`src/rtl/feedback_scorer_if.sv`:
```
// Guess/feedback bundle for feedback_scorer.
// Master offers guesses; slave returns scored feedback.
interface feedback_scorer_if #(
  parameter int PEGS    = 4,
  parameter int COLOR_W = 3
);
  localparam int CNT_W = $clog2(PEGS + 1);

  logic [PEGS*COLOR_W-1:0] guess;
  logic                    guess_valid;
  logic                    guess_ready;
  logic [2*PEGS-1:0]       fb;
  logic [CNT_W-1:0]        exact_cnt;
  logic [CNT_W-1:0]        partial_cnt;
  logic                    fb_valid;

  modport master (
    output guess, guess_valid,
    input  guess_ready, fb, exact_cnt,
    input  partial_cnt, fb_valid
  );

  modport slave (
    input  guess, guess_valid,
    output guess_ready, fb, exact_cnt,
    output partial_cnt, fb_valid
  );
endinterface

```
`src/rtl/feedback_scorer.sv`:
```
// Mastermind-style scorer: exact pass, then one
// partial-match peg per cycle, then a DONE pulse.
module feedback_scorer #(
  parameter int PEGS      = 4,
  parameter int COLOR_W   = 3,
  parameter int MAX_TURNS = 8,
  parameter int TURN_W    = 4
) (
  input  logic                    clk,
  input  logic                    rst_n,
  input  logic                    new_game,
  input  logic [PEGS*COLOR_W-1:0] code,
  feedback_scorer_if.slave        bus,
  output logic [TURN_W-1:0]       turn,
  output logic                    last_turn,
  output logic                    win,
  output logic                    game_over
);
  localparam int CNT_W = $clog2(PEGS + 1);
  localparam int IW    = $clog2(PEGS);
  localparam int GW    = PEGS * COLOR_W;

  typedef enum logic [1:0] {
    IDLE, EXACT, PARTIAL, DONE
  } state_t;

  state_t              state_q;
  logic [GW-1:0]       code_q;
  logic [GW-1:0]       guess_q;
  logic [2*PEGS-1:0]   wk_q;
  logic [PEGS-1:0]     used_q;
  logic [IW-1:0]       idx_q;
  logic [2*PEGS-1:0]   fb_q;
  logic [CNT_W-1:0]    ex_q;
  logic [CNT_W-1:0]    pa_q;
  logic                fbv_q;
  logic [TURN_W-1:0]   turn_q;
  logic                win_q;
  logic                over_q;

  logic [2*PEGS-1:0]   ex_wk_d;
  logic [PEGS-1:0]     ex_used_d;
  logic [2*PEGS-1:0]   pt_wk_d;
  logic [PEGS-1:0]     pt_used_d;
  logic [CNT_W-1:0]    ex_n_d;
  logic [CNT_W-1:0]    pa_n_d;
  logic [TURN_W-1:0]   turn_d;
  logic                rdy;

  assign rdy = (state_q == IDLE) && !over_q;

  // Exact pass: equal pegs score 2 and consume their code peg.
  always_comb begin
    ex_wk_d   = '0;
    ex_used_d = '0;
    for (int i = 0; i < PEGS; i++) begin
      if (guess_q[i*COLOR_W +: COLOR_W] ==
          code_q[i*COLOR_W +: COLOR_W]) begin
        ex_wk_d[2*i +: 2] = 2'd2;
        ex_used_d[i]      = 1'b1;
      end
    end
  end

  // Partial step for guess peg idx_q: lowest free code peg wins.
  always_comb begin
    int unsigned k;
    logic found;
    logic [COLOR_W-1:0] gp;
    k         = 32'(idx_q);
    found     = 1'b0;
    pt_wk_d   = wk_q;
    pt_used_d = used_q;
    gp        = guess_q[k*COLOR_W +: COLOR_W];
    if (wk_q[2*k +: 2] != 2'd2) begin
      for (int j = 0; j < PEGS; j++) begin
        if (!found && !used_q[j] &&
            code_q[j*COLOR_W +: COLOR_W] == gp) begin
          found        = 1'b1;
          pt_used_d[j] = 1'b1;
          pt_wk_d[2*k +: 2] = 2'd1;
        end
      end
    end
  end

  // Final counts taken from the last partial step's result.
  always_comb begin
    ex_n_d = '0;
    pa_n_d = '0;
    for (int i = 0; i < PEGS; i++) begin
      if (pt_wk_d[2*i +: 2] == 2'd2)
        ex_n_d = ex_n_d + CNT_W'(1);
      if (pt_wk_d[2*i +: 2] == 2'd1)
        pa_n_d = pa_n_d + CNT_W'(1);
    end
  end

  // Turn counter saturates at MAX_TURNS.
  always_comb begin
    turn_d = turn_q;
    if (turn_q != TURN_W'(MAX_TURNS))
      turn_d = turn_q + TURN_W'(1);
  end

  // Scoring FSM; reset beats new_game beats handshake.
  always_ff @(posedge clk) begin
    if (!rst_n) begin
      state_q <= IDLE;
      code_q  <= '0;
      guess_q <= '0;
      wk_q    <= '0;
      used_q  <= '0;
      idx_q   <= '0;
      fb_q    <= '0;
      ex_q    <= '0;
      pa_q    <= '0;
      fbv_q   <= 1'b0;
      turn_q  <= '0;
      win_q   <= 1'b0;
      over_q  <= 1'b0;
    end else if (new_game) begin
      state_q <= IDLE;
      code_q  <= code;
      fb_q    <= '0;
      ex_q    <= '0;
      pa_q    <= '0;
      fbv_q   <= 1'b0;
      turn_q  <= '0;
      win_q   <= 1'b0;
      over_q  <= 1'b0;
    end else begin
      fbv_q <= 1'b0;
      unique case (state_q)
        IDLE: begin
          if (bus.guess_valid && rdy) begin
            guess_q <= bus.guess;
            state_q <= EXACT;
          end
        end
        EXACT: begin
          wk_q    <= ex_wk_d;
          used_q  <= ex_used_d;
          idx_q   <= '0;
          state_q <= PARTIAL;
        end
        PARTIAL: begin
          wk_q   <= pt_wk_d;
          used_q <= pt_used_d;
          idx_q  <= idx_q + IW'(1);
          if (idx_q == IW'(PEGS - 1)) begin
            state_q <= DONE;
            fb_q    <= pt_wk_d;
            ex_q    <= ex_n_d;
            pa_q    <= pa_n_d;
            fbv_q   <= 1'b1;
            turn_q  <= turn_d;
            if (ex_n_d == CNT_W'(PEGS)) begin
              win_q  <= 1'b1;
              over_q <= 1'b1;
            end
            if (turn_d == TURN_W'(MAX_TURNS))
              over_q <= 1'b1;
          end
        end
        DONE: begin
          state_q <= IDLE;
        end
        default: state_q <= IDLE;
      endcase
    end
  end

  assign bus.guess_ready = rdy;
  assign bus.fb          = fb_q;
  assign bus.exact_cnt   = ex_q;
  assign bus.partial_cnt = pa_q;
  assign bus.fb_valid    = fbv_q;
  assign turn            = turn_q;
  assign win             = win_q;
  assign game_over       = over_q;
  assign last_turn       = (turn_q == TURN_W'(MAX_TURNS - 1))
                           && !over_q;
endmodule

```
`src/flat_wrapper.sv`:
```
// flat-port wrapper written by rule: the top's interface ports become plain ports
module feedback_scorer_flat 
#(
  parameter int PEGS      = 4,
  parameter int COLOR_W   = 3,
  parameter int MAX_TURNS = 8,
  parameter int TURN_W    = 4
)
  (clk, rst_n, new_game, code, turn, last_turn, win, game_over, bus_guess, bus_guess_valid, bus_guess_ready, bus_fb, bus_exact_cnt, bus_partial_cnt, bus_fb_valid);
  feedback_scorer_if #(.PEGS(PEGS), .COLOR_W(COLOR_W)) bus_i ();
  input  logic clk;
  input  logic rst_n;
  input  logic new_game;
  input  logic [PEGS*COLOR_W-1:0] code;
  output logic [TURN_W-1:0] turn;
  output logic last_turn;
  output logic win;
  output logic game_over;
  input wire logic [$bits(bus_i.guess)-1:0] bus_guess;
  input wire logic [$bits(bus_i.guess_valid)-1:0] bus_guess_valid;
  output wire logic [$bits(bus_i.guess_ready)-1:0] bus_guess_ready;
  output wire logic [$bits(bus_i.fb)-1:0] bus_fb;
  output wire logic [$bits(bus_i.exact_cnt)-1:0] bus_exact_cnt;
  output wire logic [$bits(bus_i.partial_cnt)-1:0] bus_partial_cnt;
  output wire logic [$bits(bus_i.fb_valid)-1:0] bus_fb_valid;
  assign bus_i.guess = bus_guess;
  assign bus_i.guess_valid = bus_guess_valid;
  assign bus_guess_ready = bus_i.guess_ready;
  assign bus_fb = bus_i.fb;
  assign bus_exact_cnt = bus_i.exact_cnt;
  assign bus_partial_cnt = bus_i.partial_cnt;
  assign bus_fb_valid = bus_i.fb_valid;
  feedback_scorer #(.PEGS(PEGS), .COLOR_W(COLOR_W), .MAX_TURNS(MAX_TURNS), .TURN_W(TURN_W)) u_core (.clk(clk), .rst_n(rst_n), .new_game(new_game), .code(code), .bus(bus_i), .turn(turn), .last_turn(last_turn), .win(win), .game_over(game_over));
endmodule
```
`config.mk`:
```
export PLATFORM = sky130hd
export DESIGN_NAME = feedback_scorer_flat
export DESIGN_NICKNAME = d
export VERILOG_FILES = /design/src/rtl/feedback_scorer_if.sv /design/src/rtl/feedback_scorer.sv /design/src/flat_wrapper.sv
export SDC_FILE = /design/constraint.sdc
export NUM_CORES = 1
export LEC_CHECK = 0
export CAP_MARGIN = 25
export CORE_AREA = 3 3 100 102
export CTS_BUF_LIST = sky130_fd_sc_hd__clkbuf_8
export CTS_CLUSTER_SIZE = 14
export DETAILED_ROUTE_END_ITERATION = 8
export DIE_AREA = 0 0 103 105
export GPL_TIMING_DRIVEN = 1
export PLACE_DENSITY = 0.57
export REMOVE_ABC_BUFFERS = 1
export SKIP_CTS_REPAIR_TIMING = 1
export SKIP_LAST_GASP = 1
export SYNTH_ARGS = -nofsm -noshare
export SYNTH_HDL_FRONTEND = slang
export SYNTH_SLANG_ARGS = --single-unit
```
`constraint.sdc`:
```
create_clock -name clk -period 7.85 [get_ports clk]
set_input_delay 1.1775 -clock clk [delete_from_list [all_inputs] [get_ports clk]]
set_output_delay 1.1775 -clock clk [all_outputs]
set_load 0.02 [all_outputs]
```
==> results.cfg <==
[synth]
synth_edf_count = 0
ys_seq_elements = 61
synth_top_area_share_pct = 38.0
synth_area_mm2 = 0.00321
yosys_warnings = 0
synth_area_leader_cell = dfxtp_1
synth_ff_type = dfxtp_1
synth_area_leaders = dfxtp_1 (38%), xor2_1 (7.4%), nand2_1 (6.2%), ha_1 (5.1%), nor2b_1 (4.5%)
ys_types = 45
synth.avg_cell_area_um2 = 8.63
synthArstFlopShare_pct = 0
ys_seq_area_share_pct = 38.0
syn_inst = 372

[cts]
clock-sinks = 61
cts_tree = yes
cts_made_buffers = 9
root_buffer = clkbuf_8
clock_path_buffers = 2
worstSkewPairLatency_ns = 0.33
path_clk_slew_ns = 0.07
htree_levels = 3

[hold_path]
holdCritPathClass = reg -> reg
holdPathStages = 2

[finish]
finalNetCount = 459
layout-drive-gt1-share_pct = 5.92
fin_util_pct = 43.0
fin_area_mm2 = 0.00395
final_common_cell = dfxtp_1
antenna_cells = 0
area_growth_pct = 23.1
fillerInstances = 947
final_cell_mix = dfxtp_1 (61), nand2_1 (53), clkdlybuf4s50_1 (50)

[grt]
antenna_found_initial = 0
grt_pass1_vias = 2480
grtUsageTotal_pct = 13.9
grt_max_degree = 38
grt_pass1_wl_mm = 12.0
overflow = 0

[routing]
postRouteAntennaNets = 0
route.detailed.drc = 0
routed_via_density = 4.97
wl_per_cell_um = 13.3
num_vias = 2649
routed_wirelength_mm = 7.07
drt_pre_antenna_iters = 4
first_iter_violations = 48

[power]
ir_worst_vdd_mv = 0.0920
p_leak_nw = 1.58
power_density_mw_per_mm2 = 165

[setup_path]
r2r_cells = 11
crit_end = u_core.win
cp-startpoint = u_core.idx_q[0]
reg2reg_to = u_core.win
worst_setup_path_start_kind = flip-flop
r2r_slack_ns = 3.77
required_ns = 8.09
crit_fanout = 16
critPathKind = reg -> reg
cp.arrival_ns = 4.31
regToRegStartpoint = u_core.idx_q[0]
cp-end-kind = flip-flop

[sta]
tns_ns = 0
fin_crit_sh_pct = 51.9
relSlewSlack_pct = 54.0
min_period_ns = 4.08
drv_slew = 0
fmax_mhz = 245
tightest_slew_ns = 0.690
setup_violations = 0
fin_skew_ns = 0.00740
rsz0062_at_grt = false
hold_viol_final = 0

[floorplanning]
initial_core_util_pct = 34.9
rows = 35
die_area_mm2 = 0.0108
die_height_um = 105
io_pins = 51
fp.coreArea_mm2 = 0.00920
die_x_um = 103

[run]
maxCapViolCount = 0

[placement]
portBuffers = 50
placed_area_mm2 = 0.00379
dpl.hpwl_mm = 5.34
gp_congestion = 0.825

[run_status]
status = finished clean
flip-flops by register name, summed over array words and instances (netlist names):
name                    count
u_core.bus.fb               8
u_core.code_q              12
u_core.guess_q             12
u_core.game_over            1
u_core.idx_q                2
u_core.used_q               4
u_core.win                  1
u_core.wk_q                 8
u_core.bus.exact_cnt        3
u_core.bus.fb_valid         1
u_core.state_q              2
u_core.bus.partial_cnt      3
u_core.turn                 4
worst min path at each step:
stage	endpoint	slack, ns	start
final	u_core.bus.fb[1]	0.46	u_core.bus.fb[1]
after global routing	u_core.bus.partial_cnt[0]	0.48	u_core.bus.partial_cnt[0]
after CTS	u_core.bus.fb[1]	0.46	u_core.bus.fb[1]
after detailed placement	u_core.bus.fb[1]	0.45	u_core.bus.fb[1]
after global placement	u_core.win	0.44	u_core.win
after floorplan	u_core.wk_q[2]	0.44	u_core.wk_q[2]
metal layers:
metal / vias up / routed length, um / part of all wire [%] / global-route usage [%]
li1: 1382 / - / - / -
met1: 1202 / 3290 / 47 / 17.5
met2: 57 / 3370 / 48 / 22.9
met3: 8 / 322 / 4.6 / 3.87
met4: 0 / 94 / 1.3 / 4.26
met5: - / 0 / 0 / 0
stage by stage:
stage	cells	total power, mW	hold slack [ns]	worst slack, ns
after floorplan	355	0.394	0.437	4.10
after global placement	518	0.427	0.440	3.85
after detailed placement	518	0.429	0.449	3.78
after CTS	533	0.662	0.458	3.75
after global routing	533	0.686	0.484	3.48
final	533	0.651	0.458	3.77
critical path: stages, from the launching register on:
cell and delay, ns:
dfxtp_1 0.58, mux4_2 0.64, xor2_1 0.17, or4_4 0.54, a41oi_4 0.48, a21oi_1 0.19, ha_1 0.36, xor2_1 0.27
ha_1 0.28, nand2_1 0.07, o31ai_2 0.09, o41ai_1 0.30
logic make-up after synthesis:
family,after synthesis,synth area share (%)
simple gates,140,21.8
flops,61,38.0
xor+xnor,31,8.46
mux,15,5.85
buf+inv,27,3.43
fa+ha+maj,13,5.07
compound gates,85,17.3
report_power, final:
group	internal (mW)	leakage (nW)	switching [mW]	total (mW)
Combinational	0.0455	0.991	0.0464	0.0919
Sequential	0.319	0.496	0.00975	0.329
Clock	0.117	0.0957	0.113	0.230
cells in the mapped netlist, types with 3 or more instances:
| cell type | number |
|---|---|
| dfxtp_1 | 61 |
| xor2_1 | 27 |
| nor2_1 | 26 |
| ha_1 | 13 |
| o21ai_0 | 19 |
| a31oi_1 | 8 |
| or4_4 | 4 |
| a21o_1 | 3 |
| xnor2_1 | 4 |
| mux2i_1 | 12 |
| nand3_1 | 9 |
| a22oi_1 | 3 |
| nand2_1 | 53 |
| nand2b_1 | 6 |
| nor3_1 | 6 |
| a21oi_1 | 24 |
| mux4_2 | 3 |
| o21a_1 | 3 |
| nor2b_1 | 23 |
| inv_1 | 10 |
| clkbuf_1 | 14 |
| a21boi_0 | 15 |
final cells by class:
type / count / area (um2) / area share (%)
multi-input combinational: 284 / 1880 / 47.6
sequential: 61 / 1220 / 30.9
timing repair buffer: 52 / 515 / 13.0
tap: 111 / 139 / 3.51
clock buffer: 10 / 138 / 3.48
inverter: 10 / 37.5 / 0.950
clock inverter: 5 / 21.3 / 0.538
No activity file was read; power rests on OpenSTA's default activity.
